<file path="src/rtl/inst_fetch_resp_if.sv">
// Handshake and memory bus bundle for the instruction fetch responder.
// slave is the responder view; master is the requester/decode/memory side.
interface inst_fetch_resp_if #(
    parameter int AW = 10
);
    logic          req_valid;
    logic          req_ready;
    logic [31:0]   req_pc;
    logic          flush;
    logic          imem_en;
    logic [AW-1:0] imem_addr;
    logic [31:0]   imem_rdata;
    logic          inst_valid;
    logic          inst_ready;
    logic [31:0]   inst;
    logic [31:0]   inst_pc;
    logic          inst_err;

    modport slave (
        input  req_valid, req_pc, flush, imem_rdata, inst_ready,
        output req_ready, imem_en, imem_addr, inst_valid, inst, inst_pc, inst_err
    );

    modport master (
        output req_valid, req_pc, flush, imem_rdata, inst_ready,
        input  req_ready, imem_en, imem_addr, inst_valid, inst, inst_pc, inst_err
    );
endinterface

</file>
<file path="src/rtl/inst_fetch_resp.sv">
// Fetch responder: PC request -> 1-cycle BRAM read -> output FIFO of {inst, pc, err}.
// Optional fetch/stall counters are enabled by defining FETCH_STATS_EN.
module inst_fetch_resp #(
    parameter int AW    = 10,
    parameter int DEPTH = 2
) (
    input  logic        clk,
    input  logic        rst,
    inst_fetch_resp_if.slave bus
`ifdef FETCH_STATS_EN
    ,
    output logic [31:0] stat_fetched,
    output logic [31:0] stat_stall
`endif
);
    localparam int PW = (DEPTH > 1) ? $clog2(DEPTH) : 1;
    localparam int CW = PW + 1;
    localparam logic [CW:0] DEPTH_U = (CW+1)'(DEPTH);

    typedef enum logic {IDLE, RD} state_t;

    state_t        state;
    logic [31:0]   pend_pc_p1;
    logic          pend_err_p1;

    logic [31:0]   fifo_inst [DEPTH];
    logic [31:0]   fifo_pc   [DEPTH];
    logic          fifo_err  [DEPTH];
    logic [PW-1:0] wr_ptr;
    logic [PW-1:0] rd_ptr;
    logic [CW-1:0] count;

    logic          aligned;
    logic          accept;
    logic          push;
    logic          pop;
    logic [CW:0]   used;

    // Slots already committed (queued + in flight), less the entry leaving this cycle.
    // Admitting only while this is below DEPTH keeps a free slot for every returning read.
    assign pop     = bus.inst_valid & bus.inst_ready;
    assign used    = {1'b0, count} + (CW+1)'(state == RD) - (CW+1)'(pop);
    assign aligned = (bus.req_pc[1:0] == 2'b00);

    assign bus.req_ready = rst & ~bus.flush & (used < DEPTH_U);
    assign accept        = bus.req_valid & bus.req_ready;
    assign bus.imem_en   = accept & aligned;
    assign bus.imem_addr = rst ? bus.req_pc[AW+1:2] : '0;

    assign push = (state == RD) & ~bus.flush;

    assign bus.inst_valid = (count != '0);
    assign bus.inst       = bus.inst_valid ? fifo_inst[rd_ptr] : 32'h0;
    assign bus.inst_pc    = bus.inst_valid ? fifo_pc[rd_ptr]   : 32'h0;
    assign bus.inst_err   = bus.inst_valid ? fifo_err[rd_ptr]  : 1'b0;

    // p0 -> p1: request accepted, read issued; p1: data returns and is queued
    always_ff @(posedge clk) begin
        if (!rst) begin
            state       <= IDLE;
            pend_pc_p1  <= 32'h0;
            pend_err_p1 <= 1'b0;
            wr_ptr      <= '0;
            rd_ptr      <= '0;
            count       <= '0;
        end else if (bus.flush) begin
            state  <= IDLE;
            wr_ptr <= '0;
            rd_ptr <= '0;
            count  <= '0;
        end else begin
            state <= accept ? RD : IDLE;
            if (accept) begin
                pend_pc_p1  <= bus.req_pc;
                pend_err_p1 <= ~aligned;
            end
            if (push) wr_ptr <= wr_ptr + 1'b1;
            if (pop)  rd_ptr <= rd_ptr + 1'b1;
            count <= count + CW'(push) - CW'(pop);
        end
    end

    // Storage needs no reset: entries are only visible while count says so.
    always_ff @(posedge clk) begin
        if (push) begin
            fifo_inst[wr_ptr] <= pend_err_p1 ? 32'h0 : bus.imem_rdata;
            fifo_pc[wr_ptr]   <= pend_pc_p1;
            fifo_err[wr_ptr]  <= pend_err_p1;
        end
    end

`ifdef FETCH_STATS_EN
    always_ff @(posedge clk) begin
        if (!rst) begin
            stat_fetched <= 32'h0;
            stat_stall   <= 32'h0;
        end else begin
            if (pop) stat_fetched <= stat_fetched + 32'h1;
            if (bus.req_valid & ~bus.req_ready) stat_stall <= stat_stall + 32'h1;
        end
    end
`endif

endmodule
</file>
<file path="src/flat_wrapper.sv">
// flat-port wrapper written by rule: the top's interface ports become plain ports
module inst_fetch_resp_flat 
#(
    parameter int AW    = 10,
    parameter int DEPTH = 2
)
  (clk, rst, bus_req_valid, bus_req_pc, bus_flush, bus_imem_rdata, bus_inst_ready, bus_req_ready, bus_imem_en, bus_imem_addr, bus_inst_valid, bus_inst, bus_inst_pc, bus_inst_err);
  inst_fetch_resp_if #(.AW(AW)) bus_i ();
  input  logic clk;
  input  logic rst;
  input wire logic [$bits(bus_i.req_valid)-1:0] bus_req_valid;
  input wire logic [$bits(bus_i.req_pc)-1:0] bus_req_pc;
  input wire logic [$bits(bus_i.flush)-1:0] bus_flush;
  input wire logic [$bits(bus_i.imem_rdata)-1:0] bus_imem_rdata;
  input wire logic [$bits(bus_i.inst_ready)-1:0] bus_inst_ready;
  output wire logic [$bits(bus_i.req_ready)-1:0] bus_req_ready;
  output wire logic [$bits(bus_i.imem_en)-1:0] bus_imem_en;
  output wire logic [$bits(bus_i.imem_addr)-1:0] bus_imem_addr;
  output wire logic [$bits(bus_i.inst_valid)-1:0] bus_inst_valid;
  output wire logic [$bits(bus_i.inst)-1:0] bus_inst;
  output wire logic [$bits(bus_i.inst_pc)-1:0] bus_inst_pc;
  output wire logic [$bits(bus_i.inst_err)-1:0] bus_inst_err;
  assign bus_i.req_valid = bus_req_valid;
  assign bus_i.req_pc = bus_req_pc;
  assign bus_i.flush = bus_flush;
  assign bus_i.imem_rdata = bus_imem_rdata;
  assign bus_i.inst_ready = bus_inst_ready;
  assign bus_req_ready = bus_i.req_ready;
  assign bus_imem_en = bus_i.imem_en;
  assign bus_imem_addr = bus_i.imem_addr;
  assign bus_inst_valid = bus_i.inst_valid;
  assign bus_inst = bus_i.inst;
  assign bus_inst_pc = bus_i.inst_pc;
  assign bus_inst_err = bus_i.inst_err;
  inst_fetch_resp #(.AW(AW), .DEPTH(DEPTH)) u_core (.clk(clk), .rst(rst), .bus(bus_i));
endmodule
</file>
<file path="config.mk">
export PLATFORM = sky130hd
export DESIGN_NAME = inst_fetch_resp_flat
export DESIGN_NICKNAME = d
export VERILOG_FILES = /design/src/rtl/inst_fetch_resp_if.sv /design/src/rtl/inst_fetch_resp.sv /design/src/flat_wrapper.sv
export SDC_FILE = /design/constraint.sdc
export NUM_CORES = 1
export LEC_CHECK = 0
export ABC_AREA = 1
export BUFFER_PORTS_ARGS = -buffer_cell sky130_fd_sc_hd__buf_2
export CORE_MARGIN = 4
export CORE_UTILIZATION = 58
export CTS_CLUSTER_DIAMETER = 40
export CTS_CLUSTER_SIZE = 10
export DETAILED_ROUTE_END_ITERATION = 16
export MAX_ROUTING_LAYER = met4
export PLACE_DENSITY = 0.84
export SLEW_MARGIN = 0
export SYNTH_ARGS = -nofsm -noshare
export SYNTH_HDL_FRONTEND = slang
export SYNTH_SLANG_ARGS = --single-unit
</file>
<file path="constraint.sdc">
create_clock -name clk -period 11.7 [get_ports clk]
set_clock_uncertainty 0.2 [all_clocks]
set_input_delay 0.585 -clock clk [delete_from_list [all_inputs] [get_ports clk]]
set_output_delay 0.585 -clock clk [all_outputs]
set_load 0.02 [all_outputs]
</file>
==> results of run 1 <==
-- power groups by stage --
| stage | logic, W | clock network [W] | registers, W |
|---|---|---|---|
| finish | 0.0000701 | 0.000595 | 0.000666 |
| global route | 0.0000796 | 0.000630 | 0.000667 |
| CTS | 0.0000708 | 0.000604 | 0.000666 |
| detailed placement | 0.0000701 | 0 | 0.000679 |
| global placement | 0.0000669 | 0 | 0.000678 |
| floorplan | 0.0000443 | 0 | 0.000677 |
-- worst min-delay path by stage --
stage / from / slack (ns) / endpoint / depth (start not counted)
after floorplan: u_core.pend_err_p1 / 0.22 / u_core.fifo_err[0] / 0
after global placement: u_core.pend_pc_p1[23] / 0.23 / u_core.fifo_pc[1][23] / 0
after detailed placement: u_core.pend_pc_p1[5] / 0.24 / u_core.fifo_pc[0][5] / 0
after CTS: bus_req_pc[19] / 0.18 / u_core.pend_pc_p1[19] / 3
after global routing: bus_req_pc[21] / 0.19 / u_core.pend_pc_p1[21] / 3
final: bus_req_pc[17] / 0.20 / u_core.pend_pc_p1[17] / 3
-- cell usage after synthesis --
cell type,number,share of area
nand2_1,213,0.12
edfxtp_1,130,0.57
nor2_1,103,0.056
inv_1,91,0.050
a21oi_1,66,0.048
dfxtp_1,39,0.11
clkbuf_1,16,0.0087
buf_2,12,0.0087
buf_1,6,0.0033
ha_1,3,0.0055
or2_2,3,0.0027
buf_6,2,0.0033
nor3b_1,2,0.0022
a211oi_1,1,0.0011
buf_4,1,0.0011
fa_1,1,0.0029
inv_2,1,0.00055
nand2_4,1,0.0016
nand3_2,1,0.0015
nand4_1,1,0.00091
nor2_4,1,0.0016
xnor2_1,1,0.0013
-- cell type report --
cell class / count / area share
inverter: 92 / 0.04150
clock inverter: 9 / 0.01564
timing repair buffer: 152 / 0.09322
tap: 143 / 0.02150
sequential: 169 / 0.5631
multi-input combinational: 397 / 0.2025
clock buffer: 23 / 0.06255
-- flip-flops by register name, summed over array words and instances, names as in the netlist, named ones only --
name / flops
u_core.fifo_inst: 64
u_core.state: 1
u_core.rd_ptr: 1
u_core.pend_pc_p1: 32
u_core.count: 2
u_core.fifo_err: 2
u_core.wr_ptr: 1
u_core.pend_err_p1: 1
u_core.fifo_pc: 64
-- stage by stage --
stage	hold slack (ns)	cells	setup slack [ns]
5_1_grt	0.1921	985	7.879
6_report	0.1992	985	8.069
4_1_cts	0.1776	985	8.058
2_1_floorplan	0.2237	695	7.537
3_5_place_dp	0.2395	953	8.381
3_3_place_gp	0.2304	953	8.434
-- worst max-delay path, stage by stage, from the launching register on --
cell	delay (ns)
dfxtp_1	0.49
nor2_4	0.07
nor2_1	0.24
ha_1	0.28
or2_2	0.30
fa_1	0.49
inv_1	0.07
nor2_4	0.13
nand3_2	0.08
nor2_1	0.12
buf_2	0.18
-- cells by family after synthesis --
logic type,Yosys count
adders and majority gates,4
AOI/OAI and AO/OA,67
xor gates and xnor gates,1
buffers and inverters,129
and+or+nand+nor,325
DFF,169
-- per-layer routing --
layer,track usage,vias to the layer above,routed length [um]
met5,-,-,0
met4,0.07798,0,114
met3,0.05244,12,829
met2,0.3568,152,7009
met1,0.2505,2261,5917
li1,-,2457,-
==> load_flow_metrics.sql, run 1 <==
INSERT INTO impl_metrics (metric_group, metric, value, unit) VALUES
('global_route', 'grt_start_max_net_pins', '67', ''),
('final_layout', 'mostFrequentLayoutCell', 'nand2_1', ''),
('critical_path', 'critPathRequiredTime', '10.92', 'ns'),
('run', 'drv_cap', '0', ''),
('pwr', 'totalPowerFinal', '0.001331', 'W'),
('synth', 'yosys.cell_types.count', '22', ''),
('clock_tree', 'numCtsBuffers', '17', ''),
('die', 'design.portCount', '147', ''),
('global_route', 'grt_pass1_vias', '4736', ''),
('sta', 'setup_repair_after_global_routing_missed_its_margin', 'no', ''),
('final_layout', 'area_delta_synth_final', '21.21', '%'),
('die', 'number_of_standard_cell_rows_in_the_floorplan', '39', ''),
('synth', 'synth_mux_area_frac', '0', ''),
('detailed_routing', 'final_antenna_net_count', '0', ''),
('status', 'outcome', 'finished clean', ''),
('die', 'design.die.area', '0.01364', 'mm2'),
('final_layout', 'fin_area', '0.008322', 'mm2'),
('critical_path', 'r2r_setup_slack', '8.53', 'ns'),
('sta', 'final-hold-violation-count', '0', ''),
('detailed_routing', 'drtIter0Drc', '257', ''),
('clock_tree', 'clk-insertion-delay-late', '0.41', 'ns'),
('place', 'dp_hpwl', '8330', 'um'),
('synth', 'synthCells', '695', ''),
('synth', 'yosys.area_share.xor_xnor', '0.001276', ''),
('synth', 'post_synth.cell_area_avg', '9.878', 'um2'),
('final_layout', 'multi_input_comb_area', '0.001685', 'mm2'),
('sta', 'worst_slew_pin_slew', '1.154', 'ns'),
('synth', 'ys_ff_latch', '169', ''),
('critical_path', 'rr_endpoint', 'u_core.pend_pc_p1[31]', ''),
('place', 'routabilityCongestion', '0.8529', ''),
('critical_path', 'worst_path_arrival_time', '2.85', 'ns'),
('final_layout', 'antenna_diode_count', '0', ''),
('die', 'core_area', '0.01152', 'mm2'),
('clock_tree', 'post-cts-setup-buffers', '0', ''),
('global_route', 'grt_first_pass_wirelength', '21600', 'um'),
('pwr', 'p_comb_frac', '0.053', ''),
('detailed_routing', 'via_count', '4882', ''),
('detailed_routing', 'postRouteWirelength', '13870', 'um'),
('pwr', 'power_frac_seq', '0.501', ''),
('clock_tree', 'tritoncts_clock_tree', 'built', ''),
('synth', 'syn_area', '0.006865', 'mm2'),
('critical_path', 'cp-end-kind', 'output port', ''),
('detailed_routing', 'detail_route.first_pass.iterations', '4', ''),
('synth', 'synth_fp_nets', '768', ''),
('sta', 'setup_viol', '0', ''),
('critical_path', 'critPathKind', 'flip-flop to output port', ''),
('critical_path', 'cp-startpoint', 'u_core.count[1]', ''),
('pwr', 'worst_ir_drop_vdd', '0.0001242', 'V'),
('final_layout', 'finish.net_count', '902', ''),
('final_layout', 'most-common-layout-cells', '213 x nand2_1, 146 x buf_2, 130 x edfxtp_1', ''),
('critical_path', 'endpoint', 'bus_imem_en', ''),
('global_route', 'grt_overflow_total', '0', ''),
('sta', 'maximum_clock_rate', '0.2754', 'GHz'),
('synth', 'synth_top_family_by_area', 'simple AND/OR/NAND/NOR gates', ''),
('pwr', 'static-leakage-power', '3.899', 'nW'),
('pwr', 'power.switching', '0.0002672', 'W'),
('synth', 'synthesized_area_fraction_occupied_by_and_or_nand_nor_cells', '0.1833', ''),
('sta', 'setup_total_negative_slack', '0', 'ns'),
('clock_tree', 'worst_setup_hold_path_clk_slew', '0.06', 'ns'),
('critical_path', 'timing.critical_path.fanout_max', '5', ''),
('synth', 'synth.yosys.seq_area_share', '0.6823', ''),
('sta', 'share_of_the_clock_period_used_by_the_worst_path_after_layout', '0.3103', ''),
('synth', 'synth-compound-area-share', '0.04921', ''),
('clock_tree', 'cts_root_buffer', 'clkbuf_16', ''),
('clock_tree', 'holdBufCountCts', '0', ''),
('final_layout', 'fill_cells', '835', ''),
('critical_path', 'worstReg2RegStart', 'u_core.count[1]', ''),
('clock_tree', 'post_cts.resized_instances', '0', ''),
('synth', 'yosysWarningCount', '0', ''),
('critical_path', 'timing.reg2reg.worst_path_depth', '12', ''),
('sta', 'timing_max_transition_violations_final', '0', '');
(Power assumes the default switching activity.)
==> run 2, diff against run 1 <==
--- a/config.mk
+++ b/config.mk
@@ -8,12 +8,12 @@
 export ABC_AREA = 1
 export BUFFER_PORTS_ARGS = -buffer_cell sky130_fd_sc_hd__buf_2
 export CORE_MARGIN = 4
-export CORE_UTILIZATION = 58
+export CORE_UTILIZATION = 54
 export CTS_CLUSTER_DIAMETER = 40
 export CTS_CLUSTER_SIZE = 10
 export DETAILED_ROUTE_END_ITERATION = 16
 export MAX_ROUTING_LAYER = met4
-export PLACE_DENSITY = 0.84
+export PLACE_DENSITY = 0.79
 export SLEW_MARGIN = 0
 export SYNTH_ARGS = -nofsm -noshare
 export SYNTH_HDL_FRONTEND = slang
==> constraint.sdc (replaced) <==
create_clock -name clk -period 3.7 [get_ports clk]
set_clock_uncertainty 0.2 [all_clocks]
set_input_delay 0.185 -clock clk [delete_from_list [all_inputs] [get_ports clk]]
set_output_delay 0.185 -clock clk [all_outputs]
set_load 0.02 [all_outputs]
==> run 2 against run 1 <==
  * Via count is 6.6% higher
  * Cell count is 9.5% higher
  * Setup slack worse by 7.7 ns
  * Clock power grew to 2.9 times the previous value
  * Flip-flop and latch count stayed put
  * Critical path type unchanged
==> load_flow_metrics.sql, run 2 (synthesis gave the netlist of run 1 again) <==
INSERT INTO impl_metrics (metric_group, metric, value, unit) VALUES
('detailed_routing', 'drtIter0Drc', '468', ''),
('critical_path', 'critPathKind', 'flip-flop to output port', ''),
('sta', 'timing.final.crit_period', '3.364', 'ns'),
('critical_path', 'worst_setup_path_start_kind', 'flip-flop', ''),
('global_route', 'grt_use_total', '0.2194', ''),
('clock_tree', 'numCtsBuffers', '17', ''),
('die', 'initial_core_util', '0.5622', ''),
('critical_path', 'crit_buf_inv', '2', ''),
('pwr', 'worst_ir_drop_vdd', '0.0002532', 'V'),
('worst_hold_path', 'hold_class', 'primary input to flip-flop', ''),
('global_route', 'grt_pass1_vias', '5157', ''),
('pwr', 'power-per-cell-area', '455.4', 'mW/mm2'),
('final_layout', 'drive_gt1_frac', '0.2141', ''),
('detailed_routing', 'via_count', '5205', ''),
('sta', 'timing_max_transition_violations_final', '0', ''),
('die', 'die_span_in_x', '120.8', 'um'),
('sta', 'slew_headroom', '0.1675', ''),
('clock_tree', 'ctsHtreeMaxLevel', '4', ''),
('die', 'core_area', '0.01221', 'mm2'),
('die', 'design.portCount', '147', ''),
('detailed_routing', 'final_antenna_net_count', '0', ''),
('detailed_routing', 'postRouteWirelength', '15200', 'um'),
('pwr', 'p_comb_frac', '0.068', ''),
('sta', 'setup_repair_after_global_routing_missed_its_margin', 'no', ''),
('critical_path', 'timing.critical_path.max_delay_family', 'simple AND/OR/NAND/NOR gates', ''),
('final_layout', 'antenna_diode_count', '0', ''),
('pwr', 'pwr-share-clk', '0.416', ''),
('final_layout', 'biggestRegsByFlops', 'u_core.fifo_inst x64, u_core.fifo_pc x64, u_core.pend_pc_p1 x32', ''),
('detailed_routing', 'route.detailed.wl_per_inst', '14.09', 'um'),
('clock_tree', 'numClockSinks', '169', ''),
('sta', 'share_of_the_clock_period_used_by_the_worst_path_after_layout', '0.9091', ''),
('critical_path', 'critPathRequiredTime', '3.31', 'ns'),
('sta', 'worst_slew_pin_slew', '1.247', 'ns'),
('place', 'io_buffers', '146', ''),
('pwr', 'power_frac_seq', '0.516', ''),
('place', 'routabilityCongestion', '0.8744', ''),
('critical_path', 'crit_slowest_cell', 'dfxtp_1', ''),
('clock_tree', 'cts_root_buffer', 'clkbuf_16', ''),
('detailed_routing', 'detail_route.vias_per_cell', '4.824', ''),
('die', 'design.die.area', '0.01458', 'mm2'),
('final_layout', 'fin_cells', '1079', ''),
('critical_path', 'slowest_delay', '0.50', 'ns'),
('final_layout', 'fill_cells', '838', ''),
('global_route', 'grt_overflow_total', '0', ''),
('final_layout', 'most-common-layout-cells', '213 x nand2_1, 146 x buf_2, 130 x edfxtp_1', ''),
('pwr', 'power.share.switching', '0.2096', ''),
('pwr', 'power_report.internal_total', '0.003235', 'W'),
('clock_tree', 'tritoncts_clock_tree', 'built', ''),
('pwr', 'static-leakage-power', '4.158', 'nW'),
('clock_tree', 'post-cts-setup-buffers', '0', ''),
('place', 'dp_hpwl', '8431', 'um'),
('clock_tree', 'clk-insertion-delay-late', '0.41', 'ns'),
('clock_tree', 'post_cts.resized_instances', '0', ''),
('detailed_routing', 'route.detailed.drc', '0', ''),
('clock_tree', 'cts-root-to-sink-buffers', '2', ''),
('detailed_routing', 'detail_route.first_pass.iterations', '5', ''),
('pwr', 'power.switching', '0.0008576', 'W'),
('final_layout', 'area_delta_synth_final', '30.91', '%'),
('global_route', 'number_of_antenna_violations_at_the_first_check_in_global_routing', '0', ''),
('place', 'numPlacedInstances', '980', ''),
('critical_path', 'timing.critical_path.fanout_max', '5', ''),
('clock_tree', 'holdBufCountCts', '67', ''),
('final_layout', 'multi_input_comb_area', '0.001685', 'mm2'),
('global_route', 'grt_start_max_net_pins', '67', ''),
('critical_path', 'cp-end-kind', 'output port', ''),
('critical_path', 'crit_chain', 'nor2_4, nor2_1, ha_1, or2_2, fa_1, inv_1, nor2_4, nand3_2, nor2_1, buf_2', ''),
('final_layout', 'final-seq-area', '0.004686', 'mm2'),
('die', 'number_of_standard_cell_rows_in_the_floorplan', '40', ''),
('sta', 'setup_total_negative_slack', '0', 'ns'),
('status', 'outcome', 'finished clean', ''),
('sta', 'final-hold-violation-count', '0', ''),
('run', 'drv_cap', '0', ''),
('critical_path', 'worst_path_arrival_time', '2.98', 'ns'),
('global_route', 'grt_first_pass_wirelength', '24540', 'um'),
('final_layout', 'mostFrequentLayoutCell', 'nand2_1', ''),
('die', 'die_height', '120.8', 'um'),
('clock_tree', 'worst_setup_hold_path_clk_slew', '0.06', 'ns'),
('sta', 'maximum_clock_rate', '0.2973', 'GHz'),
('sta', 'setup_viol', '0', ''),
('final_layout', 'finish.net_count', '971', '');
-- run 2: cell types whose count changed in the layout (fill, tap and decap cells not counted), sizes merged --
cell / delta
buf: +2
bufinv: -2
clkinv: +3
dlygate4sd3: +67
inv: -1
-- run 2: worst reg2reg max path, stage by stage (launching register included) --
cell,delay (ns)
dfxtp_1,0.50
nor2_4,0.07
nor2_1,0.25
ha_1,0.29
or2_2,0.31
fa_1,0.40
nand2_1,0.08
nand2_1,0.10
nand3_2,0.10
buf_4,0.52
nand2_1,0.15
nand2_1,0.10
nor2_1,0.04
-- run 2: cell type report --
type,instances,area share
timing repair buffer,221,0.1640
inverter,92,0.03842
multi-input combinational,397,0.1875
clock inverter,9,0.009745
tap,168,0.02339
sequential,169,0.5214
clock buffer,23,0.05555
-- run 2: final timing paths --
path,from,endpoint,slack (ns),cells past startpoint
max reg2reg,u_core.count[1],u_core.pend_pc_p1[29],0.49,12
max,u_core.count[1],bus_imem_en,0.34,10
min reg2reg,u_core.pend_pc_p1[29],u_core.fifo_pc[1][29],0.25,0
min,bus_inst_ready,flip-flop,0.02,5
-- run 2: metrics by stage --
stage / area, um2 / setup WS, ns / power [W] / hold slack [ns] / utilization
finish: 8987 / 0.3362 / 0.004092 / 0.02475 / 0.7360
CTS: 8987 / 0.3348 / 0.004110 / 0.008750 / 0.7360
floorplan: 6870 / 0.8656 / 0.002282 / 0.1199 / -
global placement: 7730 / 0.7472 / 0.002358 / 0.2047 / 0.6330
global route: 8987 / 0.09325 / 0.004231 / 0.06899 / 0.7360
detailed placement: 7730 / 0.5521 / 0.002372 / 0.2116 / 0.6330
-- run 2: metal layers --
layer  vias up  part of all wire  GRT usage
met5         -                 0          -
met4         0             0.015    0.07932
met3        19             0.069    0.04256
met2       207              0.50     0.3660
met1      2379              0.42     0.2684
li1       2600                 -          -
-- run 2: power by group through the flow --
stage | combinational (W) | sequential, W | clock (W)
after global routing | 0.000309 | 0.00212 | 0.00180
after global placement | 0.000208 | 0.00215 | 0
final | 0.000277 | 0.00211 | 0.00170
after detailed placement | 0.000219 | 0.00215 | 0
after CTS | 0.000274 | 0.00211 | 0.00172
after floorplan | 0.000140 | 0.00214 | 0
==> run 3, diff against run 2 <==
==> constraint.sdc (replaced) <==
create_clock -name clk -period 3.7 [get_ports clk]
set_clock_uncertainty 0.2 [all_clocks]
set_input_delay 0.37 -clock clk [delete_from_list [all_inputs] [get_ports clk]]
set_output_delay 0.37 -clock clk [all_outputs]
set_load 0.02 [all_outputs]
==> run 3 against run 2 <==
  * Routed wire length is 4.0% lower
  * Combinational power is 10% lower
  * Power is 0.21% lower
  * Largest power group unchanged
  * Highest routed layer unchanged
==> load_flow_metrics.sql, run 3 (synthesis gave the netlist of run 1 again) <==
INSERT INTO impl_metrics (metric_group, metric, value, unit) VALUES
('critical_path', 'worstReg2RegStart', 'u_core.count[1]', ''),
('global_route', 'grt_start_max_net_pins', '67', ''),
('critical_path', 'crit_buf_inv', '2', ''),
('clock_tree', 'worst_setup_hold_path_clk_slew', '0.06', 'ns'),
('sta', 'worst_slew_pin_slew', '1.173', 'ns'),
('detailed_routing', 'met3_wirelength', '858', 'um'),
('critical_path', 'r2r_setup_slack', '0.48', 'ns'),
('critical_path', 'timing.critical_path.fanout_max', '5', ''),
('pwr', 'worst_ir_drop_vdd', '0.0003022', 'V'),
('status', 'outcome', 'finished clean', ''),
('clock_tree', 'numCtsBuffers', '17', ''),
('final_layout', 'mostFrequentLayoutCell', 'nand2_1', ''),
('critical_path', 'cp-end-kind', 'output port', ''),
('global_route', 'grt_pass1_vias', '4986', ''),
('die', 'core_area', '0.01221', 'mm2'),
('run', 'drv_cap', '0', ''),
('detailed_routing', 'postRouteWirelength', '14590', 'um'),
('clock_tree', 'cts-root-to-sink-buffers', '2', ''),
('clock_tree', 'tritoncts_clock_tree', 'built', ''),
('detailed_routing', 'drtIter0Drc', '426', ''),
('die', 'initial_core_util', '0.5622', ''),
('global_route', 'grt_overflow_total', '0', ''),
('critical_path', 'worst_path_arrival_time', '2.90', 'ns'),
('critical_path', 'crit_slowest_cell', 'fa_1', ''),
('die', 'die_height', '120.8', 'um'),
('die', 'number_of_standard_cell_rows_in_the_floorplan', '40', ''),
('worst_hold_path', 'start_point_of_the_worst_hold_path', 'bus_req_pc[12]', ''),
('clock_tree', 'numClockSinks', '169', ''),
('detailed_routing', 'wl_met2', '7449', 'um'),
('sta', 'timing.final.crit_period', '3.467', 'ns'),
('detailed_routing', 'route.detailed.wl_per_inst', '14.06', 'um'),
('sta', 'hold_worst_slack', '0.02561', 'ns'),
('final_layout', 'area_delta_synth_final', '25.33', '%'),
('sta', 'share_of_the_clock_period_used_by_the_worst_path_after_layout', '0.9371', ''),
('final_layout', 'finish.net_count', '930', ''),
('die', 'die_span_in_x', '120.8', 'um'),
('clock_tree', 'cts_root_buffer', 'clkbuf_16', ''),
('worst_hold_path', 'worst_hold_path_endpoint', 'u_core.pend_pc_p1[12]', ''),
('worst_hold_path', 'hold_class', 'primary input to flip-flop', ''),
('final_layout', 'most-common-layout-cells', '213 x nand2_1, 146 x buf_2, 130 x edfxtp_1', ''),
('final_layout', 'fin_cells', '1038', ''),
('critical_path', 'crit_chain', 'nor2_4, nor2_1, ha_1, or2_2, fa_1, inv_1, nor2_4, nand3_2, nor2_1, buf_2', ''),
('global_route', 'grt_use_total', '0.2114', ''),
('clock_tree', 'clk-insertion-delay-late', '0.42', 'ns'),
('critical_path', 'worst_setup_path_start_kind', 'flip-flop', ''),
('place', 'numPlacedInstances', '979', ''),
('final_layout', 'drive_gt1_frac', '0.2207', ''),
('place', 'io_buffers', '146', ''),
('sta', 'timing_max_transition_violations_final', '0', ''),
('place', 'dp_hpwl', '8734', 'um'),
('clock_tree', 'post_cts.resized_instances', '0', ''),
('critical_path', 'timing.reg2reg.worst_path_depth', '12', ''),
('pwr', 'static-leakage-power', '3.997', 'nW'),
('sta', 'setup_repair_after_global_routing_missed_its_margin', 'no', ''),
('detailed_routing', 'detail_route.first_pass.iterations', '5', ''),
('sta', 'slew_headroom', '0.2177', ''),
('worst_hold_path', 'min_path_cells', '3', ''),
('global_route', 'grt_first_pass_wirelength', '23440', 'um'),
('critical_path', 'slowest_delay', '0.49', 'ns'),
('detailed_routing', 'final_antenna_net_count', '0', ''),
('sta', 'final-hold-violation-count', '0', ''),
('sta', 'maximum_clock_rate', '0.2884', 'GHz'),
('critical_path', 'rr_endpoint', 'u_core.pend_pc_p1[8]', ''),
('sta', 'setup_total_negative_slack', '0', 'ns'),
('critical_path', 'timing.critical_path.max_delay_family', 'simple AND/OR/NAND/NOR gates', ''),
('detailed_routing', 'via_count', '5092', ''),
('critical_path', 'critPathRequiredTime', '3.13', 'ns'),
('final_layout', 'fill_cells', '914', ''),
('final_layout', 'antenna_diode_count', '0', ''),
('critical_path', 'critPathKind', 'flip-flop to output port', ''),
('detailed_routing', 'detail_route.vias_per_cell', '4.906', ''),
('final_layout', 'biggestRegsByFlops', 'u_core.fifo_inst x64, u_core.fifo_pc x64, u_core.pend_pc_p1 x32', ''),
('pwr', 'power-per-cell-area', '474.6', 'mW/mm2'),
('die', 'design.portCount', '147', ''),
('detailed_routing', 'route.detailed.drc', '0', ''),
('global_route', 'number_of_antenna_violations_at_the_first_check_in_global_routing', '0', ''),
('die', 'design.die.area', '0.01458', 'mm2'),
('detailed_routing', 'maxUsedRoutingLayer', 'met4', ''),
('detailed_routing', 'wl_met1', '6080', 'um'),
('place', 'routabilityCongestion', '0.8603', ''),
('sta', 'setup_viol', '0', ''),
('clock_tree', 'ctsHtreeMaxLevel', '4', '');
run 3: cell types whose count changed in the layout (fill, tap and decap cells not counted):
cell and change:
clkinv_2 +2, buf_12 +1, clkbuf_1 +2, clkbuf_16 +2, buf_4 -2, dlygate4sd3_1 -40, clkbuf_8 -1, inv_4 -1
clkinv_4 -4
run 3: worst max path at each step:
stage                          from                    end  slack [ns]  cells past startpoint
floorplan           u_core.count[1]            bus_imem_en        0.71                     10
global placement    u_core.count[1]     u_core.pend_err_p1        0.74                     12
detailed placement  u_core.count[1]  u_core.pend_pc_p1[23]        0.52                     12
CTS                 u_core.count[1]            bus_imem_en        0.21                     10
global route        u_core.count[1]            bus_imem_en        0.06                     10
finish              u_core.count[1]            bus_imem_en        0.23                     10
run 3: power by group:
part	leakage, nW	internal (W)	switching (W)
clock network	0.293	0.00108	0.000651
registers	1.51	0.00209	0.0000193
logic	2.19	0.0000979	0.000150
run 3: per-layer routing:
metal,vias up,global-route usage
li1,2513,-
met5,-,-
met3,18,0.04771
met4,0,0.07861
met2,178,0.3524
met1,2383,0.2536
run 3: area by class of cell:
type	count	area (um2)	area share
flip-flops and latches	169	4686	0.5446
clock inverters	6	56.30	0.006544
multi-input cells	397	1685	0.1959
well taps	168	210.2	0.02443
repair buffers	180	1079	0.1253
inverters	92	345.3	0.04013
clock buffers	26	543.0	0.06311
run 3: per-stage QoR:
stage                     worst slack, ns  utilization  power [W]  instance area, um2
after CTS                          0.2101       0.7046   0.004116                8605
final                              0.2329       0.7046   0.004084                8605
after global placement             0.7360       0.6334   0.002358                7735
after detailed placement           0.5182       0.6334   0.002372                7735
after global routing              0.06486       0.7046   0.004233                8605
after floorplan                    0.7103            -   0.002282                6870
run 3: timing repair:
item	4_1_cts	5_1_grt
buffers inserted	0	0
hold buffers	27	0
endpoints found under the hold margin	27	0
run 3: tightest hold or removal path, cell delays in order:
cell and delay (ns):
buf_2 0.09, nor2_1 0.04, nor2_1 0.10
